File: src/rtl/ps2_pkg.sv
// Shared PS/2 scan-code constants, FSM state encoding and event record layout
// for the scan sequencer and its event FIFO.
package ps2_pkg;

  localparam logic [7:0] PS2_EXT    = 8'hE0;
  localparam logic [7:0] PS2_BRK    = 8'hF0;
  localparam logic [7:0] PS2_PAUSE  = 8'hE1;
  localparam logic [7:0] PS2_BAT    = 8'hAA;
  localparam logic [7:0] PS2_ACK    = 8'hFA;
  localparam logic [7:0] PS2_RESEND = 8'hFE;
  localparam logic [7:0] PS2_ERR0   = 8'h00;
  localparam logic [7:0] PS2_ERR1   = 8'hFF;

  localparam int EV_W = 10;

  // Pause is E1 followed by seven more bytes that carry no extra information
  localparam logic [2:0] PAUSE_SKIP = 3'd7;

  typedef enum logic [2:0] {
    ST_IDLE,
    ST_EXT,
    ST_BRK,
    ST_EXT_BRK,
    ST_PAUSE
  } ps2_state_e;

  typedef struct packed {
    logic       ext;
    logic       brk;
    logic [7:0] code;
  } ps2_ev_t;

  function automatic logic is_status_byte(input logic [7:0] b);
    return (b == PS2_BAT) || (b == PS2_ACK) || (b == PS2_RESEND) ||
           (b == PS2_ERR0) || (b == PS2_ERR1);
  endfunction

endpackage

File: src/rtl/ps2_evt_fifo.sv
// Show-ahead synchronous event FIFO; an occupancy counter drives full/empty and a
// sticky overflow flag records pushes dropped while full.
module ps2_evt_fifo #(
  parameter int DEPTH = 8,
  parameter int EV_W  = ps2_pkg::EV_W
) (
  input  logic            clk_i,
  input  logic            reset_i,
  input  logic            push_i,
  input  logic            pop_i,
  input  logic            clr_ovf_i,
  input  logic [EV_W-1:0] din_i,
  output logic [EV_W-1:0] dout_o,
  output logic            valid_o,
  output logic            full_o,
  output logic            ovf_o
);

  localparam int AW = $clog2(DEPTH);
  localparam int CW = AW + 1;

  logic [EV_W-1:0] mem_q [DEPTH];
  logic [AW-1:0]   wr_ptr_q, wr_ptr_d;
  logic [AW-1:0]   rd_ptr_q, rd_ptr_d;
  logic [CW-1:0]   count_q, count_d;
  logic            ovf_q, ovf_d;
  logic            do_push, do_pop, empty, full;

  assign empty = (count_q == '0);
  assign full  = (count_q == CW'(DEPTH));

  // A pop frees a slot in the same cycle, so a full FIFO can still accept a push
  always_comb begin
    do_pop   = pop_i && !empty;
    do_push  = push_i && (!full || do_pop);
    wr_ptr_d = do_push ? wr_ptr_q + AW'(1) : wr_ptr_q;
    rd_ptr_d = do_pop  ? rd_ptr_q + AW'(1) : rd_ptr_q;
    count_d  = count_q + CW'(do_push) - CW'(do_pop);
    ovf_d    = ovf_q;
    if (clr_ovf_i) ovf_d = 1'b0;
    if (push_i && full && !do_pop) ovf_d = 1'b1;
  end

  always_ff @(posedge clk_i) begin
    if (reset_i) begin
      wr_ptr_q <= '0;
      rd_ptr_q <= '0;
      count_q  <= '0;
      ovf_q    <= 1'b0;
    end else begin
      wr_ptr_q <= wr_ptr_d;
      rd_ptr_q <= rd_ptr_d;
      count_q  <= count_d;
      ovf_q    <= ovf_d;
    end
  end

  always_ff @(posedge clk_i) begin
    if (do_push) mem_q[wr_ptr_q] <= din_i;
  end

  assign dout_o  = empty ? '0 : mem_q[rd_ptr_q];
  assign valid_o = !empty;
  assign full_o  = full;
  assign ovf_o   = ovf_q;

endmodule

File: src/rtl/ps2_scan_ctrl.sv
// PS/2 scan-code sequencer: turns receiver bytes into {ext,brk,code} key events.
// Define PS2_TYPEMATIC_FILTER_EN to suppress auto-repeat makes of the held key.
module ps2_scan_ctrl
  import ps2_pkg::*;
#(
  parameter int DEPTH       = 8,
  parameter int TIMEOUT_CYC = 2_500_000
) (
  input  logic       clk_nexys,
  input  logic       reset,
  input  logic       rx_done_tick,
  input  logic [7:0] rx_byte,
  input  logic       rd_en,
  input  logic       clr_ovf,
  output logic       ev_valid,
  output logic [7:0] ev_code,
  output logic       ev_ext,
  output logic       ev_brk,
  output logic       fifo_full,
  output logic       ovf,
  output logic       seq_err
);

  localparam int              TW       = (TIMEOUT_CYC > 1) ? $clog2(TIMEOUT_CYC) : 1;
  localparam logic [TW-1:0]   TMO_LAST = TW'(TIMEOUT_CYC - 1);

  ps2_state_e    state_q, state_d;
  logic [2:0]    skip_q, skip_d;
  logic [TW-1:0] tmo_q, tmo_d;
  logic          seq_err_q, seq_err_d;
  logic          timeout;
  logic          raw_push, raw_pause, fifo_push;
  ps2_ev_t       raw_ev, head_ev;

  // A stalled partial sequence is abandoned unless a byte arrives on the deadline cycle
  always_comb begin
    state_d   = state_q;
    skip_d    = skip_q;
    seq_err_d = 1'b0;
    raw_push  = 1'b0;
    raw_pause = 1'b0;
    raw_ev    = '0;
    timeout   = (state_q != ST_IDLE) && !rx_done_tick && (tmo_q == TMO_LAST);
    if (timeout) begin
      state_d   = ST_IDLE;
      seq_err_d = 1'b1;
    end else if (rx_done_tick) begin
      raw_ev.code = rx_byte;
      case (state_q)
        ST_IDLE: begin
          if (rx_byte == PS2_EXT) begin
            state_d = ST_EXT;
          end else if (rx_byte == PS2_BRK) begin
            state_d = ST_BRK;
          end else if (rx_byte == PS2_PAUSE) begin
            state_d = ST_PAUSE;
            skip_d  = PAUSE_SKIP;
          end else if (!is_status_byte(rx_byte)) begin
            raw_push = 1'b1;
          end
        end
        ST_EXT: begin
          if (rx_byte == PS2_BRK) begin
            state_d = ST_EXT_BRK;
          end else begin
            raw_ev.ext = 1'b1;
            raw_push   = 1'b1;
            state_d    = ST_IDLE;
          end
        end
        ST_BRK: begin
          raw_ev.brk = 1'b1;
          raw_push   = 1'b1;
          state_d    = ST_IDLE;
        end
        ST_EXT_BRK: begin
          raw_ev.ext = 1'b1;
          raw_ev.brk = 1'b1;
          raw_push   = 1'b1;
          state_d    = ST_IDLE;
        end
        ST_PAUSE: begin
          if (skip_q == 3'd1) begin
            raw_ev.code = PS2_PAUSE;
            raw_pause   = 1'b1;
            raw_push    = 1'b1;
            state_d     = ST_IDLE;
          end else begin
            skip_d = skip_q - 3'd1;
          end
        end
        default: state_d = ST_IDLE;
      endcase
    end
    tmo_d = ((state_d == ST_IDLE) || rx_done_tick) ? '0 : tmo_q + TW'(1);
  end

  always_ff @(posedge clk_nexys) begin
    if (reset) begin
      state_q   <= ST_IDLE;
      skip_q    <= '0;
      tmo_q     <= '0;
      seq_err_q <= 1'b0;
    end else begin
      state_q   <= state_d;
      skip_q    <= skip_d;
      tmo_q     <= tmo_d;
      seq_err_q <= seq_err_d;
    end
  end

`ifdef PS2_TYPEMATIC_FILTER_EN
  logic       held_vld_q, held_vld_d;
  logic [8:0] held_q, held_d;

  // Pause never sends a break, so it is kept out of the held-key tracking
  always_comb begin
    held_vld_d = held_vld_q;
    held_d     = held_q;
    fifo_push  = raw_push;
    if (raw_push && !raw_pause) begin
      if (raw_ev.brk) begin
        if (held_vld_q && (held_q == {raw_ev.ext, raw_ev.code})) held_vld_d = 1'b0;
      end else if (held_vld_q && (held_q == {raw_ev.ext, raw_ev.code})) begin
        fifo_push = 1'b0;
      end else begin
        held_vld_d = 1'b1;
        held_d     = {raw_ev.ext, raw_ev.code};
      end
    end
  end

  always_ff @(posedge clk_nexys) begin
    if (reset) begin
      held_vld_q <= 1'b0;
      held_q     <= '0;
    end else begin
      held_vld_q <= held_vld_d;
      held_q     <= held_d;
    end
  end
`else
  assign fifo_push = raw_push;
`endif

  ps2_evt_fifo #(
    .DEPTH (DEPTH),
    .EV_W  (EV_W)
  ) u_fifo (
    .clk_i     (clk_nexys),
    .reset_i   (reset),
    .push_i    (fifo_push),
    .pop_i     (rd_en),
    .clr_ovf_i (clr_ovf),
    .din_i     (raw_ev),
    .dout_o    (head_ev),
    .valid_o   (ev_valid),
    .full_o    (fifo_full),
    .ovf_o     (ovf)
  );

  assign ev_code = head_ev.code;
  assign ev_ext  = head_ev.ext;
  assign ev_brk  = head_ev.brk;
  assign seq_err = seq_err_q;

endmodule

File: config.mk
export PLATFORM = sky130hd
export DESIGN_NAME = ps2_scan_ctrl
export DESIGN_NICKNAME = d
export VERILOG_FILES = /design/src/rtl/ps2_pkg.sv /design/src/rtl/ps2_evt_fifo.sv /design/src/rtl/ps2_scan_ctrl.sv
export SDC_FILE = /design/constraint.sdc
export NUM_CORES = 1
export LEC_CHECK = 0
export ABC_CLOCK_PERIOD_IN_PS = 4100
export CORE_MARGIN = 5
export CORE_UTILIZATION = 30
export DETAILED_ROUTE_END_ITERATION = 16
export GPL_TIMING_DRIVEN = 1
export PLACE_DENSITY = 0.46
export SLEW_MARGIN = 25
export SYNTH_ARGS = -nofsm -noshare
export SYNTH_HDL_FRONTEND = slang
export SYNTH_SLANG_ARGS = --single-unit
File: constraint.sdc
create_clock -name clk_nexys -period 4.1 [get_ports clk_nexys]
set_clock_uncertainty 0.05 [all_clocks]
set_input_delay 0.615 -clock clk_nexys [delete_from_list [all_inputs] [get_ports clk_nexys]]
set_output_delay 0.615 -clock clk_nexys [all_outputs]
set_load 0.02 [all_outputs]
==> flow_summary.json, run 1 <==
{
  "antenna_found_initial": 0,
  "coreArea_sq_mm": 0.01742,
  "die_h_um": 143.7,
  "tightest_slew_ps": 743.1,
  "final_common_cell": "edfxtp_1",
  "cp.arrival_ps": 2520,
  "status": "finished clean",
  "dieArea_sq_mm": 0.02064,
  "final_cell_mix": "edfxtp_1 (80), nor2_1 (55), dfxtp_1 (43)",
  "worstPathRequired_ps": 3430,
  "htreeDepth": 4,
  "dp_hpwl_um": 7490,
  "cellLeakagePower_nw": 2.113,
  "cts_tree": "built",
  "vias_per_cell": 4.724,
  "dp_slack_ps": 727.5,
  "synthCells": 397,
  "slew_viol_final": 0,
  "wl_um": 10960,
  "hold_viol_final": 0,
  "drv_cap": 0,
  "fin_tns_setup_ps": 0,
  "grt_pass1_wl_um": 17590,
  "worstReg2RegStart": "u_fifo.count_q[2]",
  "worst_ir_drop_vdd_v": 0.0002669,
  "nets": 460,
  "drive_above_1_share_pct": 17.63,
  "initialDrtViolationCount": 127,
  "wl_per_cell_um": 16.29,
  "worst_path_largest_cell_delay_ps": 570,
  "relSlewSlack_pct": 50.46,
  "critPathSlowestCell": "clkdlybuf4s50_1",
  "hp-class": "flip-flop to flip-flop",
  "hold_path_end": "tmo_q[0]",
  "synth_cell_type_count": 57,
  "path_class": "flip-flop to output port",
  "die_w_um": 143.7,
  "synth_fp_nets": 422,
  "cp-start-kind": "flip-flop",
  "period_share_pct": 77.58,
  "synth_area_sq_mm": 0.005359,
  "power-per-cell-area_mw_per_mm2": 593.9,
  "gp_congestion": 0.7416,
  "grt_max_degree": 24,
  "regToRegSetupSlack_ps": 1360,
  "io_pins": 27,
  "cts_buffers": 17,
  "r2r_cells": 11,
  "clk_path_buf_depth": 2,
  "r2r_end": "u_fifo.count_q[2]",
  "firstDrtPassIters": 4,
  "rsz0062_at_grt": "no",
  "yosys_warnings": 0,
  "ys_seq_area_share_pct": 60.89,
  "hold_path_depth": 1,
  "synth_seq_cells": 123,
  "grt_usage_pct": 11.37,
  "overflow": 0,
  "setup_viol": 0,
  "cts_resized": 0,
  "worst_slack_ps": 919.1,
  "portBuffers": 26,
  "synth_area_per_cell_sq_um": 13.50,
  "cts_hold_buffers": 0,
  "clk-insertion-delay-late_ps": 410,
  "ant_nets": 0,
  "areaGrowthSynthToFinish_pct": 22.39,
  "via_count": 3179,
  "cts_setup_buffers": 0,
  "synthArstFlopShare_pct": 0,
  "critical_path.cell_chain": "buf_4 -> mux4_2 -> mux2i_1 -> nor2_1 -> clkdlybuf4s50_1",
  "period_minus_slack_ps": 3181,
  "grt_pass1_vias": 3279,
  "cts.sinks": 123,
  "critPathMaxFanout": 20,
  "cts_root_buffer": "clkbuf_16",
  "synth_edf_count": 80,
  "fin_total_pwr_w": 0.003895,
  "rows": 48,
  "hold_start": "tmo_q[0]",
  "path_clk_slew_ps": 60,
  "cp-end-kind": "output port",
  "drcViolationCount": 0,
  "diodes": 0,
  "start_util_pct": 30.77,
  "fmax_ghz": 0.3144,
  "ys.flop_type": "edfxtp_1"
}
[metrics by stage]
step	utilization [%]	instance area, sq um	instances	hold WS (ps)
2_1_floorplan	-	5359	397	379.6
3_3_place_gp	33.92	5907	641	400.5
3_5_place_dp	33.95	5913	641	409.8
4_1_cts	37.66	6559	673	423.8
5_1_grt	37.66	6559	673	448.2
6_report	37.66	6559	673	418.2
[area by class of cell]
| class | instances | area (sq um) |
|---|---|---|
| fillers | 1687 | 10860 |
| flip-flops and latches | 123 | 3263 |
| multi-input cells | 239 | 1969 |
| clock buffers | 17 | 425.4 |
| repair buffers | 35 | 327.8 |
| well taps | 225 | 281.5 |
| clock inverters | 15 | 220.2 |
| inverters | 19 | 71.32 |
[cell families after synthesis]
logic type / synth area share (%)
and+or+nand+nor: 14.64
DFF: 60.89
buffers and inverters: 2.802
muxes: 11.07
AOI/OAI and AO/OA: 3.573
xor gates and xnor gates: 4.086
adders and majority gates: 2.942
[per-layer routing]
layer,GRT usage (%),share of wire (%),vias to the layer above
met5,0,0,-
met4,4.757,1.3,0
met1,14.33,46,1564
li1,-,-,1546
met2,18.36,48,56
met3,3.295,4.0,13
[worst max-delay path: cells and delay by family, from the launching register on]
kind	cells	cell delay, ps
buffers and inverters	2	940
muxes	2	800
DFF	1	300
and+or+nand+nor	1	70
[cell usage after synthesis (3+ instances only)]
cell	n	area, sq um
dfxtp_1	43	860.8
nand3_1	8	40.04
and4_1	3	26.28
mux2i_1	12	120.1
clkbuf_1	9	33.78
nor2_1	55	206.5
xor2_1	6	52.55
inv_1	19	71.32
nand2_1	11	41.29
and4b_1	3	30.03
nand4_1	6	37.54
buf_2	3	15.01
or2_2	3	18.77
nand2b_1	5	31.28
a21oi_1	5	25.02
or4_1	3	22.52
ha_1	11	137.6
nor2b_1	8	50.05
edfxtp_1	80	2402
nor3_1	9	45.04
o21ai_0	3	15.01
or3_1	3	18.77
and3_1	5	31.28
xnor2_1	19	166.4
nor4bb_1	3	30.03
mux4_2	20	450.4
o21a_1	4	30.03
[registers in the layout, indices dropped and copies added, names as in the netlist, named ones only]
register / flops
state_q: 3
u_fifo.ovf_o: 1
u_fifo.rd_ptr_q: 3
u_fifo.wr_ptr_q: 3
u_fifo.mem_q: 80
seq_err: 1
tmo_q: 22
u_fifo.count_q: 4
skip_q: 3
[power breakdown]
group,switching [W],total [W],internal (W)
combinational,0.000418,0.000826,0.000408
sequential,0.0000524,0.00145,0.00140
clock,0.000540,0.00162,0.00108
[worst max path at each step]
stage	from	end	slack (ps)	depth (start not counted)
after floorplan	rx_byte[4]	u_fifo.mem_q[2][0]	980	7
after global placement	rx_byte[4]	u_fifo.mem_q[6][5]	760	6
after detailed placement	rx_byte[4]	u_fifo.mem_q[6][5]	730	6
after CTS	flip-flop	ev_code[6]	810	5
after global routing	flip-flop	ev_code[6]	710	5
final	flip-flop	ev_code[6]	920	5
No activity file was read; power rests on OpenSTA's default activity.
==> inputs of run 2 (changes only) <==
--- a/config.mk
+++ b/config.mk
@@ -5,12 +5,12 @@
 export SDC_FILE = /design/constraint.sdc
 export NUM_CORES = 1
 export LEC_CHECK = 0
-export ABC_CLOCK_PERIOD_IN_PS = 4100
+export ABC_CLOCK_PERIOD_IN_PS = 2620
 export CORE_MARGIN = 5
 export CORE_UTILIZATION = 30
 export DETAILED_ROUTE_END_ITERATION = 16
 export GPL_TIMING_DRIVEN = 1
-export PLACE_DENSITY = 0.46
+export PLACE_DENSITY = 0.47
 export SLEW_MARGIN = 25
 export SYNTH_ARGS = -nofsm -noshare
 export SYNTH_HDL_FRONTEND = slang
==> constraint.sdc (replaced) <==
create_clock -name clk_nexys -period 2.62 [get_ports clk_nexys]
set_clock_uncertainty 0.05 [all_clocks]
set_input_delay 0.393 -clock clk_nexys [delete_from_list [all_inputs] [get_ports clk_nexys]]
set_output_delay 0.393 -clock clk_nexys [all_outputs]
set_load 0.02 [all_outputs]
==> run 2 against run 1 <==
  * Worst setup slack worse by 800 ps
  * Sequential share of layout area is 2.8 points lower
  * Total power is 62% higher
  * Critical endpoint unchanged
  * Routed wire length is 5.1% higher
  * Register-to-register slack worse by 1100 ps
  * Cell area is 6.0% higher
  * Hold slack better by 8.6 ps
  * Non-clock buffer count is 34 higher
  * First-iteration DRC count is 43% higher
  * Core utilization is 2.3 points higher
  * Count of clock-buffer cells in the layout stayed put
  * Clock power is 58% higher
==> flow_summary.json, run 2 (synthesis results as in run 1) <==
{
  "setup_viol": 0,
  "coreArea_sq_mm": 0.01742,
  "fillers": 1672,
  "clk_path_buf_depth": 2,
  "path_clk_slew_ps": 60,
  "fin_util_pct": 39.93,
  "initialDrtViolationCount": 181,
  "fmax_ghz": 0.3996,
  "critPathMaxFanout": 10,
  "cp.arrival_ps": 2060,
  "worst_ir_drop_vdd_v": 0.0004656,
  "rsz0062_at_grt": "no",
  "grt_pass1_vias": 3489,
  "io_pins": 27,
  "fin_total_pwr_w": 0.006324,
  "crit_family": "multiplexers",
  "dieArea_sq_mm": 0.02064,
  "vias_per_cell": 4.668,
  "period_minus_slack_ps": 2503,
  "relSlewSlack_pct": 71.86,
  "antenna_found_initial": 0,
  "hp-class": "flip-flop to flip-flop",
  "diodes": 0,
  "critical_path.cell_chain": "buf_12 -> mux4_2 -> mux2i_1 -> nor2_1 -> dlygate4sd2_1",
  "via_count": 3300,
  "intPower_w": 0.004589,
  "fin_tns_setup_ps": 0,
  "dp_slack_ps": -279.5,
  "drcViolationCount": 0,
  "cp-end-kind": "output port",
  "pwr-share-seq_pct": 35.8,
  "worst_slack_ps": 117.4,
  "reg_top3": "u_fifo.mem_q (80), tmo_q (22), u_fifo.count_q (4)",
  "portBuffers": 26,
  "final_common_cell": "edfxtp_1",
  "gp_congestion": 0.7626,
  "die_h_um": 143.7,
  "dp_hpwl_um": 7665,
  "drive_above_1_share_pct": 25.93,
  "cp-start-kind": "flip-flop",
  "cts_root_buffer": "clkbuf_16",
  "wl_per_cell_um": 16.30,
  "final_cell_mix": "edfxtp_1 (80), nor2_1 (55), dfxtp_1 (42)",
  "die_w_um": 143.7,
  "wl_um": 11530,
  "firstDrtPassIters": 5,
  "power-per-cell-area_mw_per_mm2": 909.4,
  "crit_buf_inv": 2,
  "hold_viol_final": 0,
  "status": "finished clean",
  "period_share_pct": 95.52,
  "drv_cap": 0,
  "pwr-share-comb_pct": 23.8,
  "worstPathRequired_ps": 2180,
  "tightest_slew_ps": 418.4,
  "clk-insertion-delay-late_ps": 410,
  "largest_register_ffs": 80,
  "worst_path_largest_cell_delay_ps": 520,
  "critPathSlowestCell": "mux4_2",
  "grt_usage_pct": 12.28,
  "swShare_pct": 27.44,
  "top_register": "u_fifo.mem_q",
  "cts.sinks": 123,
  "cts_hold_buffers": 0,
  "cts_buffers": 17,
  "power.switching_w": 0.001735,
  "nets": 494,
  "grt_max_degree": 23,
  "p_clk_share_pct": 40.4,
  "htreeDepth": 4,
  "cellLeakagePower_nw": 2.346,
  "start_util_pct": 30.77,
  "path_class": "flip-flop to output port",
  "cts_tree": "built",
  "grt_pass1_wl_um": 19000,
  "overflow": 0,
  "rows": 48,
  "slew_viol_final": 0,
  "areaGrowthSynthToFinish_pct": 29.77,
  "ant_nets": 0
}
[run 2: cell count changes in the layout (fill, tap and decap cells not counted), sizes merged]
cell and delta:
clkinv -6, clkbuf +3, dlygate4sd2 +4, bufinv -1, clkdlybuf4s15 +2, inv +7
buf +35, clkdlybuf4s50 -10
[run 2: area by class of cell]
type                            count  area, sq um  area share (%)
Clock buffer                       17        425.4           6.117
Clock inverter                     15        220.2           3.167
Inverter                           19        71.32           1.026
Multi-Input combinational cell    239         1986           28.55
Sequential cell                   123         3264           46.94
Tap cell                          225        281.5           4.048
Timing Repair Buffer               69        705.7           10.15
[run 2: worst paths after layout]
path / start / to / slack, ps / depth (start not counted)
hold / removal: tmo_q[0] / tmo_q[0] / 430 / 1
setup reg to reg: state_q[1] / u_fifo.count_q[2] / 250 / 9
hold reg to reg: tmo_q[0] / tmo_q[0] / 430 / 1
setup / recovery: flip-flop / ev_code[6] / 120 / 5
[run 2: timing repair]
action,CTS,global route
resized for setup,23,7
buffers inserted,3,0
endpoints found under the setup margin,14,5
gates cloned,1,0
[run 2: power by group through the flow]
stage	combinational [W]	clock (W)	sequential (W)
after floorplan	0.000869	0	0.00227
after global placement	0.00146	0	0.00228
after detailed placement	0.00147	0	0.00229
after CTS	0.00157	0.00262	0.00226
after global routing	0.00166	0.00271	0.00227
final	0.00150	0.00256	0.00226
[run 2: per-stage QoR]
| step | area, sq um | hold slack [ps] | instances |
|---|---|---|---|
| after floorplan | 5371 | 379.6 | 397 |
| after global placement | 6245 | 392.0 | 671 |
| after detailed placement | 6245 | 415.8 | 671 |
| after CTS | 6967 | 434.8 | 707 |
| after global routing | 6954 | 454.5 | 707 |
| final | 6954 | 426.8 | 707 |
[run 2: routing by layer]
layer  vias to the layer above  GRT usage [%]  wire length, um
li1                       1609              -                -
met1                      1628          15.82             5388
met2                        57          19.81             5653
met3                         6          3.394              351
met4                         0          4.609              132
met5                         -              0                0
==> inputs of run 3 (changes only) <==
--- a/config.mk
+++ b/config.mk
@@ -11,6 +11,7 @@
 export DETAILED_ROUTE_END_ITERATION = 16
 export GPL_TIMING_DRIVEN = 1
 export PLACE_DENSITY = 0.47
+export SKIP_LAST_GASP = 1
 export SLEW_MARGIN = 25
 export SYNTH_ARGS = -nofsm -noshare
 export SYNTH_HDL_FRONTEND = slang
==> run 3 against run 2 <==
  * First-iteration DRC count up 1.1%
  * Hold slack unchanged
  * Sequential share of layout area about the same
  * Register-to-register slack about the same
  * Final cell count unchanged
  * Routed wire length up 0.22%
  * Fmax down 3.6%
  * Global-route usage about the same
  * Combinational power about the same
  * Count of clock-buffer cells in the layout unchanged
  * Sequential power about the same
  * Highest routed layer unchanged
==> flow_summary.json, run 3 (synthesis results as in run 1) <==
{
  "cp-end-kind": "output port",
  "clk_path_buf_depth": 2,
  "die_w_um": 143.7,
  "critPathSlowestCell": "mux4_2",
  "via_count": 3317,
  "cellLeakagePower_nw": 2.352,
  "fmax_ghz": 0.3853,
  "path_clk_slew_ps": 60,
  "die_h_um": 143.7,
  "antenna_found_initial": 0,
  "r2r_end": "u_fifo.count_q[2]",
  "fin_cells": 707,
  "drcViolationCount": 0,
  "worstPathRequired_ps": 2180,
  "regToRegSetupSlack_ps": 250,
  "portBuffers": 26,
  "gp_congestion": 0.7626,
  "worst_ir_drop_vdd_v": 0.0004653,
  "wl_per_cell_um": 16.34,
  "cts_tree": "built",
  "crit_family": "multiplexers",
  "largest_register_ffs": 80,
  "relSlewSlack_pct": 71.82,
  "cts_buffers": 17,
  "drv_cap": 0,
  "nets": 494,
  "start_util_pct": 30.77,
  "coreArea_sq_mm": 0.01742,
  "r2r_cells": 9,
  "status": "finished clean",
  "reg_top3": "u_fifo.mem_q (80), tmo_q (22), u_fifo.count_q (4)",
  "fin_tns_setup_ps": 0,
  "diodes": 0,
  "overflow": 0,
  "period_minus_slack_ps": 2596,
  "cp-start-kind": "flip-flop",
  "hold_path_end": "tmo_q[0]",
  "io_pins": 27,
  "path_class": "flip-flop to output port",
  "critPathMaxFanout": 10,
  "grt_pass1_wl_um": 18950,
  "drive_above_1_share_pct": 25.73,
  "numPlacedInstances": 671,
  "clk-insertion-delay-late_ps": 410,
  "period_share_pct": 99.07,
  "cp.arrival_ps": 2150,
  "rsz0062_at_grt": "yes",
  "firstDrtPassIters": 5,
  "grt_pass1_vias": 3485,
  "dp_hpwl_um": 7665,
  "dieArea_sq_mm": 0.02064,
  "hold_path_depth": 1,
  "worstReg2RegStart": "state_q[1]",
  "setup_viol": 0,
  "power-per-cell-area_mw_per_mm2": 909.7,
  "htreeDepth": 4,
  "grt_usage_pct": 12.26,
  "wl_um": 11550,
  "rows": 48,
  "cts_root_buffer": "clkbuf_16",
  "dp_slack_ps": -279.5,
  "cts.sinks": 123,
  "areaGrowthSynthToFinish_pct": 29.72,
  "critical_path.cell_chain": "bufbuf_16 -> mux4_2 -> mux2i_2 -> nor2_1 -> clkdlybuf4s15_1",
  "slew_viol_final": 0,
  "initialDrtViolationCount": 183,
  "hold_start": "tmo_q[0]",
  "final_cell_mix": "edfxtp_1 (80), nor2_1 (55), dfxtp_1 (42)",
  "grt_max_degree": 23,
  "vias_per_cell": 4.692,
  "hold_viol_final": 0,
  "ant_nets": 0,
  "tightest_slew_ps": 418.9,
  "final_common_cell": "edfxtp_1",
  "top_register": "u_fifo.mem_q",
  "hp-class": "flip-flop to flip-flop",
  "whs_ps": 426.8,
  "placed_cell_area_sq_mm": 0.006245,
  "fin_area_sq_mm": 0.006952,
  "worst_slack_ps": 24.36,
  "worst_path_largest_cell_delay_ps": 520,
  "crit_buf_inv": 2
}
## run 3: area by class of cell
cell class                      instances  area, sq um
Clock buffer                           17        425.4
Clock inverter                         15        220.2
Fill cell                            1674        10470
Inverter                               19        71.32
Multi-Input combinational cell        239         1986
Sequential cell                       123         3264
Tap cell                              225        281.5
Timing Repair Buffer                   69        703.2
## run 3: routing by layer
metal,vias to the layer above,wire [um],global-route usage (%)
met5,-,0,0
met2,61,5675,19.74
li1,1609,-,-
met4,0,132,4.609
met3,6,377,3.394
met1,1641,5366,15.82
## run 3: per-stage QoR
step / total power, W / utilization [%]
floorplan: 0.003142 / -
global placement: 0.003737 / 35.85
detailed placement: 0.003759 / 35.85
CTS: 0.006425 / 39.92
global route: 0.006643 / 39.91
finish: 0.006324 / 39.91
## run 3: worst max-delay path by stage
stage / to / slack [ps] / start / cells past startpoint
after floorplan: u_fifo.count_q[1] / 70 / u_fifo.count_q[2] / 10
after global placement: u_fifo.count_q[3] / -230 / rx_byte[2] / 10
after detailed placement: u_fifo.count_q[3] / -280 / rx_byte[2] / 10
after CTS: ev_code[2] / -60 / flip-flop / 5
after global routing: ev_code[2] / -80 / flip-flop / 5
final: ev_code[2] / 20 / flip-flop / 5
## run 3: what timing repair did
item,in CTS,in global routing
pin swaps,0,0
endpoints found under the setup margin,14,6
gates cloned,1,0
hold buffers,0,0
setup buffers,3,0
gates resized for setup,16,12
## run 3: power breakdown
part	internal [W]	total [W]	leakage (nW)	switching (W)
clock network	0.00163	0.00256	0.314	0.000928
registers	0.00219	0.00226	1.08	0.0000683
logic	0.000778	0.00151	0.957	0.000733
total	0.00459	0.00632	2.35	0.00173
